`src/rtl/tlul_socket_1n_ordered.sv`:
```
// TL-UL 1:N steering socket with strictly ordered responses.
// Includes the minimal tlul_pkg used by the socket and its bench.

package tlul_pkg;

  typedef enum logic [2:0] {
    PutFullData    = 3'h0,
    PutPartialData = 3'h1,
    Get            = 3'h4
  } tl_a_op_e;

  typedef enum logic [2:0] {
    AccessAck     = 3'h0,
    AccessAckData = 3'h1
  } tl_d_op_e;

  typedef struct packed {
    logic        a_valid;
    tl_a_op_e    a_opcode;
    logic [2:0]  a_param;
    logic [1:0]  a_size;
    logic [7:0]  a_source;
    logic [31:0] a_address;
    logic [3:0]  a_mask;
    logic [31:0] a_data;
    logic        d_ready;
  } tl_h2d_t;

  typedef struct packed {
    logic        d_valid;
    tl_d_op_e    d_opcode;
    logic [2:0]  d_param;
    logic [1:0]  d_size;
    logic [7:0]  d_source;
    logic        d_sink;
    logic [31:0] d_data;
    logic        d_error;
    logic        a_ready;
  } tl_d2h_t;

endpackage

module tlul_socket_1n_ordered #(
  parameter  int unsigned N              = 4,
  parameter  int unsigned MaxOutstanding = 8,
  localparam int unsigned NWD            = $clog2(N + 1)
) (
  input  logic               clk_i,
  input  logic               rst_i,
  input  tlul_pkg::tl_h2d_t  tl_h_i,
  output tlul_pkg::tl_d2h_t  tl_h_o,
  input  logic [NWD-1:0]     dev_select_i,
  output tlul_pkg::tl_h2d_t  tl_d_o [N],
  input  tlul_pkg::tl_d2h_t  tl_d_i [N]
);
  import tlul_pkg::*;

  localparam int unsigned    CW     = $clog2(MaxOutstanding + 1);
  localparam logic [NWD-1:0] ErrIdx = NWD'(N);
  localparam logic [CW-1:0]  MaxCnt = CW'(MaxOutstanding);

  logic [CW-1:0]  out_cnt_q, out_cnt_d;
  logic [NWD-1:0] cur_dev_q, cur_dev_d;
  logic           err_pend_q, err_pend_d;
  logic [7:0]     err_source_q, err_source_d;
  logic [1:0]     err_size_q, err_size_d;
  logic           err_isget_q, err_isget_d;

  logic [NWD-1:0] tgt;
  logic           busy;
  logic           hold;
  logic           tgt_a_ready;
  logic           a_ready_w;
  logic           d_valid_w;
  logic           a_hs;
  logic           d_hs;
  tl_d2h_t        err_rsp;
  tl_d2h_t        sel_rsp;

  // Resolve target, decide whether the request must wait, pick target a_ready
  always_comb begin
    tgt         = (dev_select_i < ErrIdx) ? dev_select_i : ErrIdx;
    busy        = (out_cnt_q != '0);
    hold        = (busy && (tgt != cur_dev_q)) || (out_cnt_q == MaxCnt);
    tgt_a_ready = !err_pend_q;
    for (int unsigned j = 0; j < N; j++) begin
      if (tgt == NWD'(j)) tgt_a_ready = tl_d_i[j].a_ready;
    end
  end

  // Error responder response, presented the cycle after it accepts
  always_comb begin
    err_rsp          = '0;
    err_rsp.d_valid  = err_pend_q;
    err_rsp.d_opcode = err_isget_q ? AccessAckData : AccessAck;
    err_rsp.d_size   = err_size_q;
    err_rsp.d_source = err_source_q;
    err_rsp.d_data   = '1;
    err_rsp.d_error  = 1'b1;
  end

  // D-channel mux: only the device owning the outstanding requests is visible
  always_comb begin
    sel_rsp = err_rsp;
    for (int unsigned j = 0; j < N; j++) begin
      if (cur_dev_q == NWD'(j)) sel_rsp = tl_d_i[j];
    end
  end

  // Host-facing handshake signals
  always_comb begin
    a_ready_w = !hold && tgt_a_ready;
    d_valid_w = busy && sel_rsp.d_valid;
    a_hs      = tl_h_i.a_valid && a_ready_w;
    d_hs      = d_valid_w && tl_h_i.d_ready;
  end

  // Host response port
  always_comb begin
    tl_h_o         = sel_rsp;
    tl_h_o.d_valid = d_valid_w;
    tl_h_o.a_ready = a_ready_w;
  end

  // Device request ports: A fields broadcast, valid/ready steered
  always_comb begin
    for (int unsigned j = 0; j < N; j++) begin
      tl_d_o[j]         = tl_h_i;
      tl_d_o[j].a_valid = tl_h_i.a_valid && (tgt == NWD'(j)) && !hold;
      tl_d_o[j].d_ready = tl_h_i.d_ready && busy && (cur_dev_q == NWD'(j));
    end
  end

  // Next-state: outstanding count, current owner, error responder capture
  always_comb begin
    out_cnt_d    = out_cnt_q;
    cur_dev_d    = cur_dev_q;
    err_pend_d   = err_pend_q;
    err_source_d = err_source_q;
    err_size_d   = err_size_q;
    err_isget_d  = err_isget_q;

    if (a_hs) cur_dev_d = tgt;

    if (a_hs && !d_hs) begin
      out_cnt_d = out_cnt_q + CW'(1);
    end else if (!a_hs && d_hs) begin
      out_cnt_d = out_cnt_q - CW'(1);
    end

    // Capture and release cannot coincide: capture needs !err_pend, release needs err_pend
    if (a_hs && (tgt == ErrIdx)) begin
      err_pend_d   = 1'b1;
      err_source_d = tl_h_i.a_source;
      err_size_d   = tl_h_i.a_size;
      err_isget_d  = (tl_h_i.a_opcode == Get);
    end else if (d_hs && (cur_dev_q == ErrIdx)) begin
      err_pend_d = 1'b0;
    end
  end

  // State registers
  always_ff @(posedge clk_i or posedge rst_i) begin
    if (rst_i) begin
      out_cnt_q    <= '0;
      cur_dev_q    <= '0;
      err_pend_q   <= 1'b0;
      err_source_q <= '0;
      err_size_q   <= '0;
      err_isget_q  <= 1'b0;
    end else begin
      out_cnt_q    <= out_cnt_d;
      cur_dev_q    <= cur_dev_d;
      err_pend_q   <= err_pend_d;
      err_source_q <= err_source_d;
      err_size_q   <= err_size_d;
      err_isget_q  <= err_isget_d;
    end
  end

endmodule

```
`config.mk`:
```
export PLATFORM = sky130hd
export DESIGN_NAME = tlul_socket_1n_ordered
export DESIGN_NICKNAME = d
export VERILOG_FILES = /design/src/rtl/tlul_socket_1n_ordered.sv
export SDC_FILE = /design/constraint.sdc
export NUM_CORES = 1
export LEC_CHECK = 0
export CAP_MARGIN = 20
export CORE_AREA = 2 2 268 270
export CTS_CLUSTER_SIZE = 10
export DETAILED_ROUTE_END_ITERATION = 10
export DIE_AREA = 0 0 270 272
export GPL_TIMING_DRIVEN = 0
export SLEW_MARGIN = 5
export SYNTH_ARGS = -nofsm -noshare
export SYNTH_HDL_FRONTEND = slang
export SYNTH_SLANG_ARGS = --single-unit
```
`constraint.sdc`:
```
create_clock -name clk_i -period 5.8 [get_ports clk_i]
set_clock_uncertainty 0.1 [all_clocks]
set_input_delay 1.16 -clock clk_i [delete_from_list [all_inputs] [get_ports clk_i]]
set_output_delay 1.16 -clock clk_i [all_outputs]
set_load 0.01 [all_outputs]
```
==> results.json, run 1 <==
{
  "wl_per_cell_microns": 17.89,
  "p_comb_share_pct": 87.2,
  "dr.pass1.iters": 4,
  "post_cts.repair.setup_buffers": 0,
  "cts-htree-levels": 1,
  "cts_max_path_buffers": 2,
  "vias": 6429,
  "synth_nets": 940,
  "p_int_uw": 1725,
  "crit_path_start_kind": "flop",
  "r2r_cells": 15,
  "synth_common_cells": "buf_4 (339), mux4_2 (40), or2_2 (35), nor2_1 (31), nand2_1 (30)",
  "nNetsFinal": 1568,
  "die_y_microns": 272,
  "ff2ff_setup_slack_ns": 1.46,
  "critPathMaxFanout": 10,
  "drive_above_1_share_pct": 34.49,
  "drtIter0Drc": 131,
  "grt_pass1_wl_mm": 51.69,
  "ioPinCount": 695,
  "finalHoldViolations": 0,
  "power.leakage_uw": 0.005204,
  "cts_inserted_buffers": 3,
  "cp.depth": 6,
  "crit_top_cell": "clkbuf_1",
  "syn_avg_cell_area_sq_um": 8.389,
  "cp.buffers_inverters": 5,
  "areaGrowthSynthToFinish_pct": 140.7,
  "critPathCaptureType": "primary output",
  "synth_edf_count": 0,
  "cp_slowest_cell": "clkbuf_1",
  "yosysMostFrequentCell": "buf_4",
  "slowest_delay_ns": 0.66,
  "setup_viol": 0,
  "seqPwrFrac_pct": 8.0,
  "synth.cell_area_sq_um": 5344,
  "maxSlewViolCount": 0,
  "clk_pin_slew_ns": 0.06,
  "crit_chain": "clkbuf_1 -> buf_2 -> clkbuf_1 -> clkbuf_1 -> nor4b_1 -> clkdlybuf4s50_1",
  "grt_start_max_net_pins": 20,
  "max_freq_mhz": 194.3,
  "rsz0062_at_grt": "no",
  "slew_headroom_pct": 32.90,
  "clock-sinks": 19,
  "grt_pass1_vias": 6567,
  "drc": 0,
  "period_minus_slack_ns": 5.147,
  "cp_top_family": "buffers and inverters",
  "async_flop_share_pct": 100.0,
  "hold_buffers": 0,
  "hold_path_depth": 1,
  "synth_top_area_share_pct": 47.62,
  "clk_latency_ns": 0.27,
  "initial_utilization_pct": 7.553,
  "maxCapViolations": 0,
  "synth_cells": 637,
  "ys_types": 37,
  "synth-seq-cells": 19,
  "ant_nets": 0,
  "hpwl_mm": 36.59,
  "hold_path_class": "flop to flop",
  "tightest_slew_ns": 1.007,
  "power_switching_uw": 1466,
  "synthTopCellsByArea": "buf_4 (48%), mux4_2 (17%), dfrtp_1 (8.9%), or2_2 (4.1%), nor2_1 (2.2%)",
  "power.share.switching_pct": 45.94,
  "peakVddDrop_uv": 187.0,
  "clockPowerShare_pct": 4.8,
  "tritoncts": "yes",
  "grt_use_total_pct": 10.07,
  "crit_arrival_ns": 3.89,
  "status": "finished, final reports clean",
  "viasPerCell": 2.900,
  "setup_tns_ns": 0,
  "yosysTopAreaCell": "buf_4",
  "cts_resized": 0,
  "rows": 98,
  "gp_congestion": 0.8616,
  "drt_wl_total_mm": 39.67,
  "power_density_nw_per_um2": 248.1,
  "yosysWarnings": 0,
  "cp.required_ns": 4.54,
  "antenna_found_initial": 8,
  "utilization_pct": 18.18,
  "overflow": 0,
  "root_buffer": "clkbuf_16",
  "n_fill_cell": 7945,
  "portBuffers": 621,
  "core-area_sq_um": 70750,
  "die_w_microns": 270,
  "yosys_most_used_dff": "dfrtp_1",
  "period_share_pct": 88.73,
  "die_area_sq_um": 73440,
  "yosysSeqAreaShare_pct": 8.897,
  "critical_path_class": "flop to primary output"
}
## worst paths after layout
| path | start | to |
|---|---|---|
| min in group asynchronous | rst_i | cur_dev_q[0] |
| min reg2reg | out_cnt_q[3] | out_cnt_q[3] |
| min | out_cnt_q[3] | out_cnt_q[3] |
| max reg2reg | cur_dev_q[0] | out_cnt_q[3] |
| max | cur_dev_q[0] | tl_d_o[172] |
| max in group asynchronous | rst_i | err_isget_q |
## routing by layer
layer | global-route usage [%] | wire length, microns | share of wire [%]
met3 | 3.288 | 3843 | 9.7
met1 | 11.09 | 15100 | 38
met5 | 0 | 21 | 0.053
met2 | 18.96 | 20310 | 51
met4 | 1.594 | 392 | 0.99
## metrics by stage
step	total power (uW)	instances	hold slack (ns)	cell area [sq um]	setup slack [ns]
after floorplan	1547	637	0.3653	5344	2.239
after global placement	3104	2208	0.3905	12750	0.7600
after detailed placement	3103	2210	0.3887	12770	0.7926
after CTS	3283	2214	0.3983	12850	0.4810
after global routing	3426	2214	0.4102	12850	0.4068
final	3191	2217	0.3978	12860	0.6534
## area by class of cell
cell class / instances / area [sq um] / area share, %
multi-input combinational: 243 / 2172 / 16.89
antenna: 3 / 7.507 / 0.05837
buffer: 368 / 2670 / 20.76
timing repair buffer: 623 / 6242 / 48.53
clock inverter: 1 / 5.005 / 0.03891
tap: 950 / 1189 / 9.241
clock buffer: 3 / 75.07 / 0.5837
inverter: 7 / 26.28 / 0.2043
sequential: 19 / 475.5 / 3.697
## logic make-up after synthesis
kind of cell,synth area share (%)
AOI/OAI and AO/OA,7.399
and+or+nand+nor,11.22
muxes,19.97
adders and majority gates,1.077
DFF,8.897
buffers and inverters,50.46
xor gates and xnor gates,0.9834
## sequential cells by signal, indices dropped and copies added (netlist names)
register and count:
err_isget_q 1, cur_dev_q 3, out_cnt_q 4, err_pend_q 1, err_source_q 8, err_size_q 2
## layout by cell type, fill, tap and decap left out, types with 4 or more instances in the layout
cell | Yosys | routed
clkdlybuf4s50_1 | 0 | 621
buf_4 | 339 | 339
mux4_2 | 40 | 40
or2_2 | 35 | 35
nor2_1 | 31 | 31
nand2_1 | 30 | 30
dfrtp_1 | 19 | 19
clkbuf_1 | 17 | 17
o21ai_0 | 15 | 15
a21oi_1 | 14 | 14
o22ai_1 | 12 | 12
a22o_1 | 11 | 11
nor2b_1 | 8 | 8
mux2_1 | 8 | 8
buf_2 | 7 | 7
inv_1 | 7 | 7
xnor2_1 | 5 | 5
mux2_2 | 5 | 5
a21o_1 | 4 | 4
buf_1 | 4 | 4
## power by group through the flow
stage / logic, uW / registers [uW] / clock network (uW)
6_report: 2780 / 257 / 153
5_1_grt: 3000 / 268 / 159
4_1_cts: 2870 / 256 / 158
3_5_place_dp: 2850 / 256 / 0
3_3_place_gp: 2850 / 257 / 0
2_1_floorplan: 1310 / 241 / 0
(Power assumes the default switching activity.)
==> inputs of run 2 (changes only) <==
--- a/config.mk
+++ b/config.mk
@@ -7,6 +7,7 @@
 export LEC_CHECK = 0
 export CAP_MARGIN = 20
 export CORE_AREA = 2 2 268 270
+export CTS_CLUSTER_DIAMETER = 150
 export CTS_CLUSTER_SIZE = 10
 export DETAILED_ROUTE_END_ITERATION = 10
 export DIE_AREA = 0 0 270 272
==> results of run 2 <==
Same layout as run 1: the final DEF is identical, and so are final timing and power.
